`src/rtl/usblogic_pkg.sv`:
```
// Shared definitions for the logic-analyser capture path: sequencer states,
// command register map and ctrl-word bit positions.
package usblogic_pkg;

    typedef enum logic [1:0] {
        ST_IDLE    = 2'd0,
        ST_ARMED   = 2'd1,
        ST_CAPTURE = 2'd2,
        ST_DONE    = 2'd3
    } cap_state_t;

    localparam logic [2:0] ADDR_CTRL       = 3'd0;
    localparam logic [2:0] ADDR_TRIG_MASK  = 3'd1;
    localparam logic [2:0] ADDR_TRIG_VALUE = 3'd2;
    localparam logic [2:0] ADDR_EDGE_MASK  = 3'd3;
    localparam logic [2:0] ADDR_DIV        = 3'd4;
    localparam logic [2:0] ADDR_COUNT_LO   = 3'd5;
    localparam logic [2:0] ADDR_COUNT_HI   = 3'd6;

    localparam int ARM_BIT   = 0;
    localparam int ABORT_BIT = 1;

endpackage

```
`src/rtl/capture_trigger.sv`:
```
// Trigger matcher: combines a level pattern with edge-qualified bits.
// prev holds the probe word seen at the previous armed tick; on the first
// tick after arming there is no valid history, so edge bits cannot match.
module capture_trigger #(
    parameter int DW = 16
) (
    input  logic          clk,
    input  logic          rst,
    input  logic          tick,
    input  logic [DW-1:0] din_q,
    input  logic [DW-1:0] mask,
    input  logic [DW-1:0] value,
    input  logic [DW-1:0] edge_mask,
    input  logic          first_tick,
    output logic          hit
);

    logic [DW-1:0] prev;
    logic [DW-1:0] level_diff;
    logic [DW-1:0] edge_sel;
    logic [DW-1:0] edge_ok_bits;
    logic          level_ok;
    logic          edge_ok;

    // Level bits must equal the target value; edge bits are excluded here.
    assign level_diff   = (din_q ^ value) & mask & ~edge_mask;
    assign level_ok     = (level_diff == '0);

    // An edge bit matches when it changed since the last tick and landed on the target.
    assign edge_sel     = edge_mask & mask;
    assign edge_ok_bits = (prev ^ din_q) & ~(din_q ^ value);
    assign edge_ok      = first_tick ? (edge_sel == '0)
                                     : ((edge_ok_bits & edge_sel) == edge_sel);

    assign hit = tick && level_ok && edge_ok;

    // Remember the probe word at every armed tick for the next edge comparison.
    always_ff @(posedge clk or negedge rst) begin
        if (!rst) begin
            prev <= '0;
        end else if (tick) begin
            prev <= din_q;
        end
    end

endmodule

```
`src/rtl/capture_sequencer.sv`:
```
// Logic-analyser acquisition sequencer: host-programmed trigger, sample-rate
// divider and sample count; streams N samples to the USB writer over a
// valid/ready handshake, flagging samples lost to back-pressure.
module capture_sequencer #(
    parameter int DW   = 16,
    parameter int CW   = 32,
    parameter int DIVW = 16
) (
    input  logic          clk,
    input  logic          rst,
    input  logic [DW-1:0] din,
    input  logic          cmd_valid,
    input  logic [2:0]    cmd_addr,
    input  logic [15:0]   cmd_data,
    output logic          smp_valid,
    output logic [DW-1:0] smp_data,
    input  logic          smp_ready,
    output logic [1:0]    state,
    output logic          done,
    output logic          overflow
);

    import usblogic_pkg::*;

    cap_state_t    state_q;
    cap_state_t    state_d;

    logic [DW-1:0]   din_q;
    logic [DW-1:0]   trig_mask;
    logic [DW-1:0]   trig_value;
    logic [DW-1:0]   edge_mask;
    logic [DIVW-1:0] div_reg;
    logic [DIVW-1:0] div_cnt;
    logic [15:0]     count_lo;
    logic [15:0]     count_hi;
    logic [CW-1:0]   remaining;
    logic            first_tick;

    logic arm_wr;
    logic abort_wr;
    logic cfg_open;
    logic active;
    logic tick;
    logic arm_tick;
    logic hit;
    logic sample_tick;
    logic load;
    logic issue;
    logic dec;

    assign arm_wr   = cmd_valid && (cmd_addr == ADDR_CTRL) && cmd_data[ARM_BIT];
    assign abort_wr = cmd_valid && (cmd_addr == ADDR_CTRL) && cmd_data[ABORT_BIT];
    assign cfg_open = (state_q == ST_IDLE) || (state_q == ST_DONE);
    assign active   = (state_q == ST_ARMED) || (state_q == ST_CAPTURE);
    assign tick     = active && (div_cnt == div_reg);
    assign arm_tick = tick && (state_q == ST_ARMED);

    // In ARMED a sample is taken only on the triggering tick; in CAPTURE on every tick.
    assign sample_tick = (state_q == ST_ARMED) ? hit : ((state_q == ST_CAPTURE) && tick);

    assign state = state_q;
    assign done  = (state_q == ST_DONE);

    capture_trigger #(
        .DW(DW)
    ) u_trigger (
        .clk       (clk),
        .rst       (rst),
        .tick      (arm_tick),
        .din_q     (din_q),
        .mask      (trig_mask),
        .value     (trig_value),
        .edge_mask (edge_mask),
        .first_tick(first_tick),
        .hit       (hit)
    );

    // Register the probe once; all trigger and sample decisions use din_q.
    always_ff @(posedge clk or negedge rst) begin
        if (!rst) begin
            din_q <= '0;
        end else begin
            din_q <= din;
        end
    end

    // Configuration writes are frozen while an acquisition is in flight.
    always_ff @(posedge clk or negedge rst) begin
        if (!rst) begin
            trig_mask  <= '0;
            trig_value <= '0;
            edge_mask  <= '0;
            div_reg    <= '0;
            count_lo   <= '0;
            count_hi   <= '0;
        end else if (cmd_valid && cfg_open) begin
            case (cmd_addr)
                ADDR_TRIG_MASK:  trig_mask  <= DW'(cmd_data);
                ADDR_TRIG_VALUE: trig_value <= DW'(cmd_data);
                ADDR_EDGE_MASK:  edge_mask  <= DW'(cmd_data);
                ADDR_DIV:        div_reg    <= DIVW'(cmd_data);
                ADDR_COUNT_LO:   count_lo   <= cmd_data;
                ADDR_COUNT_HI:   count_hi   <= cmd_data;
                default:         ;
            endcase
        end
    end

    // Divider counts div+1 clocks per tick, restarting from zero on every arm.
    always_ff @(posedge clk or negedge rst) begin
        if (!rst) begin
            div_cnt <= '0;
        end else if (load || !active || tick) begin
            div_cnt <= '0;
        end else begin
            div_cnt <= div_cnt + DIVW'(1);
        end
    end

    // Sequencer state register.
    always_ff @(posedge clk or negedge rst) begin
        if (!rst) begin
            state_q <= ST_IDLE;
        end else begin
            state_q <= state_d;
        end
    end

    // Next-state and per-cycle sample decisions; abort overrides everything.
    always_comb begin
        state_d = state_q;
        load    = 1'b0;
        issue   = 1'b0;
        dec     = 1'b0;
        if (abort_wr) begin
            state_d = ST_IDLE;
        end else begin
            case (state_q)
                ST_IDLE, ST_DONE: begin
                    if (arm_wr) begin
                        state_d = ST_ARMED;
                        load    = 1'b1;
                    end
                end
                ST_ARMED, ST_CAPTURE: begin
                    if (sample_tick) begin
                        issue   = 1'b1;
                        state_d = ST_CAPTURE;
                        // A zero count means free-running capture with no countdown.
                        if (remaining != '0) begin
                            dec = 1'b1;
                            if (remaining == CW'(1)) begin
                                state_d = ST_DONE;
                            end
                        end
                    end
                end
                default: state_d = ST_IDLE;
            endcase
        end
    end

    // Sample budget and first-tick marker, both reloaded on arm.
    always_ff @(posedge clk or negedge rst) begin
        if (!rst) begin
            remaining  <= '0;
            first_tick <= 1'b0;
        end else begin
            if (load) begin
                remaining <= CW'({count_hi, count_lo});
            end else if (dec) begin
                remaining <= remaining - CW'(1);
            end
            if (load) begin
                first_tick <= 1'b1;
            end else if (arm_tick) begin
                first_tick <= 1'b0;
            end
        end
    end

    // Output handshake: a tick that finds the previous sample unaccepted drops the new one.
    always_ff @(posedge clk or negedge rst) begin
        if (!rst) begin
            smp_valid <= 1'b0;
            smp_data  <= '0;
            overflow  <= 1'b0;
        end else if (abort_wr) begin
            smp_valid <= 1'b0;
        end else begin
            if (load) begin
                overflow <= 1'b0;
            end
            if (issue) begin
                if (smp_valid && !smp_ready) begin
                    overflow <= 1'b1;
                end else begin
                    smp_valid <= 1'b1;
                    smp_data  <= din_q;
                end
            end else if (smp_ready) begin
                smp_valid <= 1'b0;
            end
        end
    end

endmodule

```
`config.mk`:
```
export PLATFORM = sky130hd
export DESIGN_NAME = capture_sequencer
export DESIGN_NICKNAME = d
export VERILOG_FILES = /design/src/rtl/usblogic_pkg.sv /design/src/rtl/capture_trigger.sv /design/src/rtl/capture_sequencer.sv
export SDC_FILE = /design/constraint.sdc
export NUM_CORES = 1
export LEC_CHECK = 0
export ABC_AREA = 1
export BUFFER_PORTS_ARGS = -buffer_cell sky130_fd_sc_hd__buf_2
export CAP_MARGIN = 20
export CORE_MARGIN = 3
export CORE_UTILIZATION = 55
export DETAILED_ROUTE_END_ITERATION = 8
export GPL_TIMING_DRIVEN = 1
export PLACE_DENSITY = 0.73
export SYNTH_ARGS = -nofsm -noshare
export SYNTH_HDL_FRONTEND = slang
export SYNTH_SLANG_ARGS = --single-unit
```
`constraint.sdc`:
```
create_clock -name clk -period 2.2 [get_ports clk]
set_input_delay 0.11 -clock clk [delete_from_list [all_inputs] [get_ports clk]]
set_output_delay 0.11 -clock clk [all_outputs]
set_load 0.01 [all_outputs]
```
==> impl_metrics.toml, run 1 <==
[worst_setup_path]
reg2reg_slack_ns = 0.09
crit_chain = "inv_2 -> ha_4 -> a21oi_1 -> o2111ai_1 -> nor2_1 -> nand3_2 -> nor2_4 -> nand4_4 -> nand2_4 -> clkbuf_16 -> nand2_1 -> nand2_1"
path_class = "reg2reg"
cp-endpoint = "remaining[22]$_DFFE_PN0P_"
rr_startpoint = "state[0]$_DFFE_PN0P_"
required_ns = 2.57
start_kind = "register"
cpMostUsedCell = "nand2_1"
cp.arrival_ns = 2.47
r2r_cells = 12
critPathLaunch = "state[0]$_DFFE_PN0P_"
timing.rr.end = "remaining[22]$_DFFE_PN0P_"
cpPeakStageDelay_ns = 0.39
path_max_fanout = 8
worst_path_max_delay_cell = "dfrtp_1"
crit_path_end_kind = "register"

[finish]
largest_register_ffs = 32
drive_gt1_frac = 0.114
fin_cells = 1548
n_antenna_cell = 0
regMostFlops = "remaining"
design_area_um2 = 11100
nets = 1361
ff_latch_area_um2 = 4930
multi_input_area_um2 = 4040
area_growth_pct = 16.4
fill_cells = 1421

[yosys]
async_flop_share = 1.00
synth_top_area_share = 0.516
synth_flop_cell = "dfrtp_1"
synth_area_leaders = "dfrtp_1, nand2_1, o21ai_0"
netlist_area_um2 = 9560
synth-seq-area-share = 0.516
syn_inst = 1231
syn_avg_cell_area_um2 = 7.77
synthMostInstantiatedCell = "nand2_1"
synth_seq_cells = 197
ys.warnings.count = 0
yosysUniqueCellTypes = 36
yosys-top-cells-count = "nand2_1, dfrtp_1, o21ai_0"
synth_enable_flop_cells = 0
syn-num-nets = 1276
yosysTopAreaCell = "dfrtp_1"

[floorplan]
dieArea_um2 = 19000
top_level_ports = 60
die_h_um = 138
core_area_um2 = 16800
die_x_um = 138
initial_core_util = 0.568
rows = 47

[route]
via_count = 8259
drc = 0
first_iter_violations = 713
via_per_inst = 5.34
post_drt_wl_per_cell_um = 15.3
wirelength_um = 23600
ant_nets = 0
firstDrtPassIters = 5

[clock_tree]
htree_levels = 4
clk_pin_slew_ns = 0.07
cts_buffers = 17
cts_root_buf = "clkbuf_16"
numClockSinks = 197
cts_buffer_depth = 2
clk_latency_ns = 0.43
cts_tree = "yes"

[pwr]
total_power_mw = 13.8
max-vdd-ir-drop_mv = 0.692
power_density_nw_per_um2 = 1240
p_leak_nw = 5.68

[timing]
period_minus_slack_ns = 2.11
max_slew.worst_pin.slew_ns = 0.520
period_share = 0.957
final_max_slew_viol_count = 0
setup_viol = 0
fmax_mhz = 475
finalHoldViolations = 0
max-slew-margin-rel = 0.653
worst_slack_ns = 0.0936
fin_worst_skew_ns = 0.00885
timing.setup.tns_ns = 0

[global_route]
grt.total_usage = 0.256
grt_antenna_before_repair = 0
grt_pass1_vias = 7516
grt_overflow = 0
grt_first_pass_wirelength_um = 37900
grt_start_max_net_pins = 67

[status]
status = "finished clean"

[placement]
pre_cts_slack_ns = 0.0995
io_buffer_count = 59
gp_congestion = 0.883
placed_cell_area_um2 = 10200
dp_cells = 1495
hpwlAfterDp_um = 16000

[min_path]
hp-start = "smp_ready"
hold_class = "in2reg"

[job]
maxCapViolCount = 0
## metal layers
layer  share of wire  global-route usage
met1            0.47               0.383
met2            0.46               0.390
met3           0.053              0.0365
met4           0.017              0.0752
met5               0                   0
## critical path, delay by kind of cell (launching register included)
family | cells | cell delay (ns)
adders and majority gates | 1 | 0.21
AOI/OAI and AO/OA | 2 | 0.24
DFF | 1 | 0.39
buffers and inverters | 2 | 0.26
and+or+nand+nor | 7 | 0.96
## layout make-up
class / count / area share
Inverter: 132 / 0.0448
Clock inverter: 11 / 0.00922
Tap cell: 220 / 0.0247
Clock buffer: 20 / 0.0411
Sequential cell: 197 / 0.443
Multi-Input combinational cell: 862 / 0.363
Timing Repair Buffer: 106 / 0.0742
## power breakdown
part	switching, mW	internal (mW)	leakage (nW)
logic	2.88	1.96	2.85
clock network	1.38	1.62	0.268
registers	1.06	4.88	2.55
total	5.32	8.46	5.68
## how the worst min path moves through the flow
| stage | end | slack (ns) | cells after the start |
|---|---|---|---|
| floorplan | count_hi[0]$_DFFE_PN0P_ | -0.19 | 0 |
| global placement | remaining[17]$_DFFE_PN0P_ | 0.12 | 1 |
| detailed placement | remaining[17]$_DFFE_PN0P_ | 0.12 | 1 |
| CTS | edge_mask[12]$_DFFE_PN0P_ | 0.04 | 3 |
| global route | trig_value[12]$_DFFE_PN0P_ | 0.07 | 3 |
| finish | overflow$_DFFE_PN0N_ | 0.05 | 4 |
## through the flow
step	util	hold slack, ns
after floorplan	-	-0.186
after global placement	0.609	0.124
after detailed placement	0.609	0.119
after CTS	0.652	0.0444
after global routing	0.661	0.0668
final	0.661	0.0460
## timing repair
action,CTS,global route
endpoints found under the hold margin,73,0
resized for setup,0,20
hold buffers,17,0
buffers inserted,0,2
endpoints found under the setup margin,0,49
## cell families after synthesis
| group | after synthesis | synth area share |
|---|---|---|
| fa+ha+maj | 6 | 0.00785 |
| compound gates | 193 | 0.102 |
| flops | 197 | 0.516 |
| xor+xnor | 26 | 0.0238 |
| simple gates | 637 | 0.280 |
| buf+inv | 172 | 0.0699 |
## placed cells by master (no fill, tap or decap), types with 2 or more instances in the layout
cell / n
o21ai_1: 7
nor4_1: 6
inv_2: 4
xnor2_1: 12
buf_12: 7
nand2_1: 385
or2_2: 5
nor3_2: 2
nand3_1: 79
nor2_1: 104
a21oi_1: 22
dlygate4sd3_1: 17
inv_1: 127
nand4_1: 14
clkinvlp_4: 3
buf_4: 20
nor2_2: 7
nor2_4: 4
clkinv_2: 3
o21ai_0: 158
clkbuf_8: 3
nor3_1: 11
clkinv_4: 3
xor2_1: 14
ha_1: 5
buf_2: 58
dfrtp_1: 197
clkbuf_16: 19
nand3b_1: 12
nand2_4: 2
No activity file was read; power rests on OpenSTA's default activity.
==> run 2, diff against run 1 <==
Settings changed: CELL_PAD_IN_SITES_DETAIL_PLACEMENT set to 1, CELL_PAD_IN_SITES_GLOBAL_PLACEMENT set to 1, CORE_UTILIZATION 55 to 45, PLACE_DENSITY 0.73 to unset, PLACE_DENSITY_LB_ADDON set to 0.1.
==> impl_metrics.toml, run 2 (synthesized netlist as in run 1, its figures left out) <==
[status]
status = "finished clean"

[global_route]
grt_start_max_net_pins = 55
grt_overflow = 0
grt_antenna_before_repair = 0
grt_pass1_vias = 8920
grt.total_usage = 0.259
grt_first_pass_wirelength_um = 46500

[floorplan]
die_h_um = 152
initial_core_util = 0.465
dieArea_um2 = 23000
rows = 52
top_level_ports = 60
core_area_um2 = 20600
die_x_um = 152

[worst_setup_path]
rr_startpoint = "state[1]$_DFFE_PN0P_"
crit_path_end_kind = "register"
cp.arrival_ns = 2.52
start_kind = "register"
path_class = "reg2reg"
path_max_fanout = 8
reg2reg_slack_ns = 0.05
r2r_cells = 11
timing.rr.end = "remaining[29]$_DFFE_PN0P_"
required_ns = 2.57

[placement]
gp_congestion = 0.860
io_buffer_count = 59
hpwlAfterDp_um = 19800
placed_cell_area_um2 = 10400

[finish]
n_antenna_cell = 0
nets = 1377
layout_commonest_cell = "nand2_1"
largest_register_ffs = 32
ff_latch_area_um2 = 4930
design_area_um2 = 11400
drive_gt1_frac = 0.150
area_growth_pct = 19.7
fill_cells = 2559
multi_input_area_um2 = 4130
regMostFlops = "remaining"
final_cell_mix = "nand2_1, dfrtp_1, o21ai_0"

[timing]
final_max_slew_viol_count = 0
fin_worst_skew_ns = 0.0167
period_minus_slack_ns = 2.15
fmax_mhz = 465
setup_viol = 0
max_slew.worst_pin.slew_ns = 0.498
finalHoldViolations = 0
period_share = 0.977
max-slew-margin-rel = 0.668
holdWs_ns = 0.0729
rsz0062_at_grt = "yes"

[clock_tree]
cts_tree = "yes"
cts_root_buf = "clkbuf_16"
cts_buffers = 17
clk_latency_ns = 0.44
clk_pin_slew_ns = 0.07
numClockSinks = 197
cts_buffer_depth = 2
htree_levels = 4

[pwr]
power_frac_seq = 0.416
comb_power_share = 0.368
max-vdd-ir-drop_mv = 0.515
switching_share = 0.413
total_power_mw = 14.4
p_leak_nw = 5.80
p_switching_mw = 5.96
power.internal_mw = 8.48
power_density_nw_per_um2 = 1260
clkPwrFrac = 0.216

[min_path]
hp-start = "smp_ready"
holdPathStages = 4
hold_class = "in2reg"
min_to = "overflow$_DFFE_PN0N_"

[route]
firstDrtPassIters = 5
post_drt_wl_per_cell_um = 17.8
wirelength_um = 28800
via_count = 8478
drc = 0
ant_nets = 0
via_per_inst = 5.25
first_iter_violations = 425

[job]
maxCapViolCount = 0
run 2: cell types whose count changed in the layout (fill, tap and decap cells not counted), moves of 6 or more:
cell	previous run	this run
nand2_1	385	366
nand2_2	1	19
buf_4	20	34
inv_2	4	10
run 2: power groups by stage:
stage	clock network [mW]	logic [mW]	registers, mW
final	3.13	5.31	6.00
after global routing	3.35	6.11	6.18
after CTS	3.19	5.01	5.97
after detailed placement	0	4.89	6.00
after global placement	0	4.68	5.94
after floorplan	0	3.45	5.75
run 2: layer usage:
layer	global-route usage	routed length, µm	vias to the layer above
met3	0.0419	995	20
met5	0	0	-
met1	0.357	13300	4219
met4	0.0503	285	0
li1	-	-	4111
met2	0.437	14200	128
run 2: repair_timing:
action	in CTS	in global routing
endpoints found under the hold margin	64	0
cloned	0	3
gates resized for setup	1	56
setup buffers	0	8
pin swaps	0	16
hold buffers	17	0
setup endpoints to repair	17	49
run 2: worst max path at each step:
stage	start	endpoint	slack [ns]	depth (start not counted)
2_1_floorplan	state[0]$_DFFE_PN0P_	smp_data[3]$_DFFE_PN0P_	0.20	11
5_1_grt	state[0]$_DFFE_PN0P_	remaining[29]$_DFFE_PN0P_	-0.08	12
6_report	state[1]$_DFFE_PN0P_	remaining[29]$_DFFE_PN0P_	0.05	11
3_5_place_dp	din_q[0]$_DFF_PN0_	remaining[23]$_DFFE_PN0P_	0.04	16
4_1_cts	state[0]$_DFFE_PN0P_	remaining[23]$_DFFE_PN0P_	0.02	12
3_3_place_gp	din_q[3]$_DFF_PN0_	smp_data[3]$_DFFE_PN0P_	0.11	13
run 2: final cells by class:
class | instances | area share
clock buffer | 17 | 0.0372
clock inverter | 15 | 0.0143
inverter | 132 | 0.0433
multi-input combinational | 862 | 0.361
sequential | 197 | 0.431
tap | 270 | 0.0295
timing repair buffer | 122 | 0.0838
run 2: critical path: stages (launching register included):
cell and delay (ns):
dfrtp_1 0.42, ha_4 0.27, a21oi_2 0.11, o2111ai_2 0.13, nor2_2 0.16, nand3_2 0.12, nor2_4 0.22, nand4_4 0.18
nand2_8 0.19, clkbuf_16 0.17, nand2_2 0.05, nand2_1 0.06
run 2: per-stage QoR:
| step | utilization | worst slack [ns] | instances | TNS, ns |
|---|---|---|---|---|
| 3_3_place_gp | 0.504 | 0.106 | 1555 | 0 |
| 3_5_place_dp | 0.504 | 0.0390 | 1555 | 0 |
| 2_1_floorplan | - | 0.203 | 1231 | 0 |
| 4_1_cts | 0.541 | 0.0166 | 1604 | 0 |
| 5_1_grt | 0.556 | -0.0791 | 1615 | -1.82 |
| 6_report | 0.556 | 0.0503 | 1615 | 0 |
==> run 3, diff against run 2 <==
==> constraint.sdc (replaced) <==
create_clock -name clk -period 2.2 [get_ports clk]
set_input_delay 0.33 -clock clk [delete_from_list [all_inputs] [get_ports clk]]
set_output_delay 0.33 -clock clk [all_outputs]
set_load 0.01 [all_outputs]
==> impl_metrics.toml, run 3 (synthesized netlist as in run 1, its figures left out) <==
[status]
status = "complete, but fails checks"
violations = "setup timing"

[clock_tree]
cts_buffers = 17
htree_levels = 4
clk_pin_slew_ns = 0.08
cts_buffer_depth = 2
numClockSinks = 197
clk_latency_ns = 0.44
cts_tree = "yes"
cts_root_buf = "clkbuf_16"

[worst_setup_path]
required_ns = 2.52
start_kind = "register"
critPathLaunch = "state[1]$_DFFE_PN0P_"
crit_path_end_kind = "register"
rr_startpoint = "state[1]$_DFFE_PN0P_"
worst_path_max_delay_cell = "dfrtp_1"
path_class = "reg2reg"
cp_top_family = "simple AND/OR/NAND/NOR gates"
path_max_fanout = 16
path_buf_inv = 2
timing.rr.end = "smp_data[3]$_DFFE_PN0P_"
cp-endpoint = "smp_data[3]$_DFFE_PN0P_"
cp.arrival_ns = 2.55
cpPeakStageDelay_ns = 0.42
cp_num_cells = 11
reg2reg_slack_ns = -0.02
r2r_cells = 11
crit_chain = "ha_4 -> a21oi_4 -> o2111ai_2 -> nor2_2 -> nand3_2 -> nor2_4 -> buf_6 -> nand4_4 -> buf_12 -> nand2_1 -> o21ai_0"

[timing]
fin_worst_skew_ns = 0.0143
period_share = 1.01
finalHoldViolations = 0
max_slew.worst_pin.slew_ns = 0.425
rsz0062_at_grt = "yes"
worst_slack_ns = -0.0246
final_max_slew_viol_count = 0
period_minus_slack_ns = 2.22
timing.setup.tns_ns = -0.0558
setup_viol = 5
max-slew-margin-rel = 0.717
fmax_mhz = 450

[global_route]
grt.total_usage = 0.263
grt_start_max_net_pins = 49
grt_antenna_before_repair = 0
grt_first_pass_wirelength_um = 47000
grt_pass1_vias = 8991
grt_overflow = 0

[placement]
hpwlAfterDp_um = 19700
gp_congestion = 0.800
dp_cells = 1556
io_buffer_count = 59
pre_cts_slack_ns = -0.00446

[floorplan]
die_x_um = 152
rows = 52
top_level_ports = 60
dieArea_um2 = 23000
initial_core_util = 0.465
core_area_um2 = 20600
die_h_um = 152

[finish]
final_cell_mix = "nand2_1, dfrtp_1, o21ai_0"
nets = 1379
area_growth_pct = 22.0
multi_input_area_um2 = 4290
drive_gt1_frac = 0.170
largest_register_ffs = 32
regMostFlops = "remaining"
fill_cells = 2573
layout_commonest_cell = "nand2_1"
ff_latch_area_um2 = 4930
n_antenna_cell = 0
fin_cells = 1617

[pwr]
max-vdd-ir-drop_mv = 0.607
p_leak_nw = 6.01
total_power_mw = 14.8
power_density_nw_per_um2 = 1270

[route]
drc = 0
ant_nets = 0
via_count = 8640
wirelength_um = 30000
via_per_inst = 5.34
post_drt_wl_per_cell_um = 18.5
firstDrtPassIters = 5
first_iter_violations = 465

[job]
maxCapViolCount = 0

[min_path]
hold_class = "in2reg"
[run 3: timing repair]
action,4_1_cts,5_1_grt
cloned,1,4
resized for setup,9,97
pin swaps,5,16
hold endpoints to repair,52,1
endpoints found under the setup margin,48,52
hold buffers,15,1
setup buffers,5,3
[run 3: how the worst min path moves through the flow]
| stage | endpoint | depth (start not counted) | slack [ns] | start |
|---|---|---|---|---|
| finish | din_q[14]$_DFF_PN0_ | 1 | 0.03 | din[14] |
| floorplan | count_hi[0]$_DFFE_PN0P_ | 0 | 0.03 | rst |
| global route | din_q[14]$_DFF_PN0_ | 1 | 0.02 | din[14] |
| global placement | count_lo[9]$_DFFE_PN0P_ | 1 | 0.32 | rst |
| detailed placement | count_lo[9]$_DFFE_PN0P_ | 1 | 0.31 | rst |
| CTS | din_q[0]$_DFF_PN0_ | 1 | 0.0001 | din[0] |
[run 3: worst reg2reg max path, stage by stage (launching register included)]
cell and delay, ns:
dfrtp_1 0.42, ha_4 0.28, a21oi_4 0.13, o2111ai_2 0.14, nor2_2 0.18, nand3_2 0.14, nor2_4 0.16, buf_6 0.12
nand4_4 0.17, buf_12 0.22, nand2_1 0.08, o21ai_0 0.08
[run 3: per-stage QoR]
step | hold slack, ns | util | cell area, µm²
final | 0.0255 | 0.567 | 11700
after CTS | 0.000141 | 0.546 | 11200
after detailed placement | 0.312 | 0.505 | 10400
after global routing | 0.0176 | 0.567 | 11700
after global placement | 0.316 | 0.505 | 10400
after floorplan | 0.0344 | - | 9560
[run 3: cell type report]
class                   count  area share
multi-input cells         862       0.368
clock inverters            14      0.0134
well taps                 270      0.0290
repair buffers            124      0.0873
flip-flops and latches    197       0.423
clock buffers              18      0.0376
inverters                 132      0.0425
[run 3: report_power, final]
group / internal (mW) / leakage, nW / total (mW) / switching (mW)
sequential: 4.88 / 2.55 / 6.01 / 1.13
clock: 1.65 / 0.292 / 3.22 / 1.57
combinational: 2.13 / 3.16 / 5.55 / 3.42
total: 8.66 / 6.01 / 14.8 / 6.12
[run 3: per-layer routing]
| metal | vias to the layer above | global-route usage | wire (µm) | part of all wire |
|---|---|---|---|---|
| met1 | 4297 | 0.355 | 13600 | 0.45 |
| met3 | 44 | 0.0497 | 1050 | 0.035 |
| met4 | 0 | 0.0723 | 621 | 0.021 |
| li1 | 4137 | - | - | - |
| met2 | 162 | 0.436 | 14700 | 0.49 |
| met5 | - | 0 | 0 | 0 |
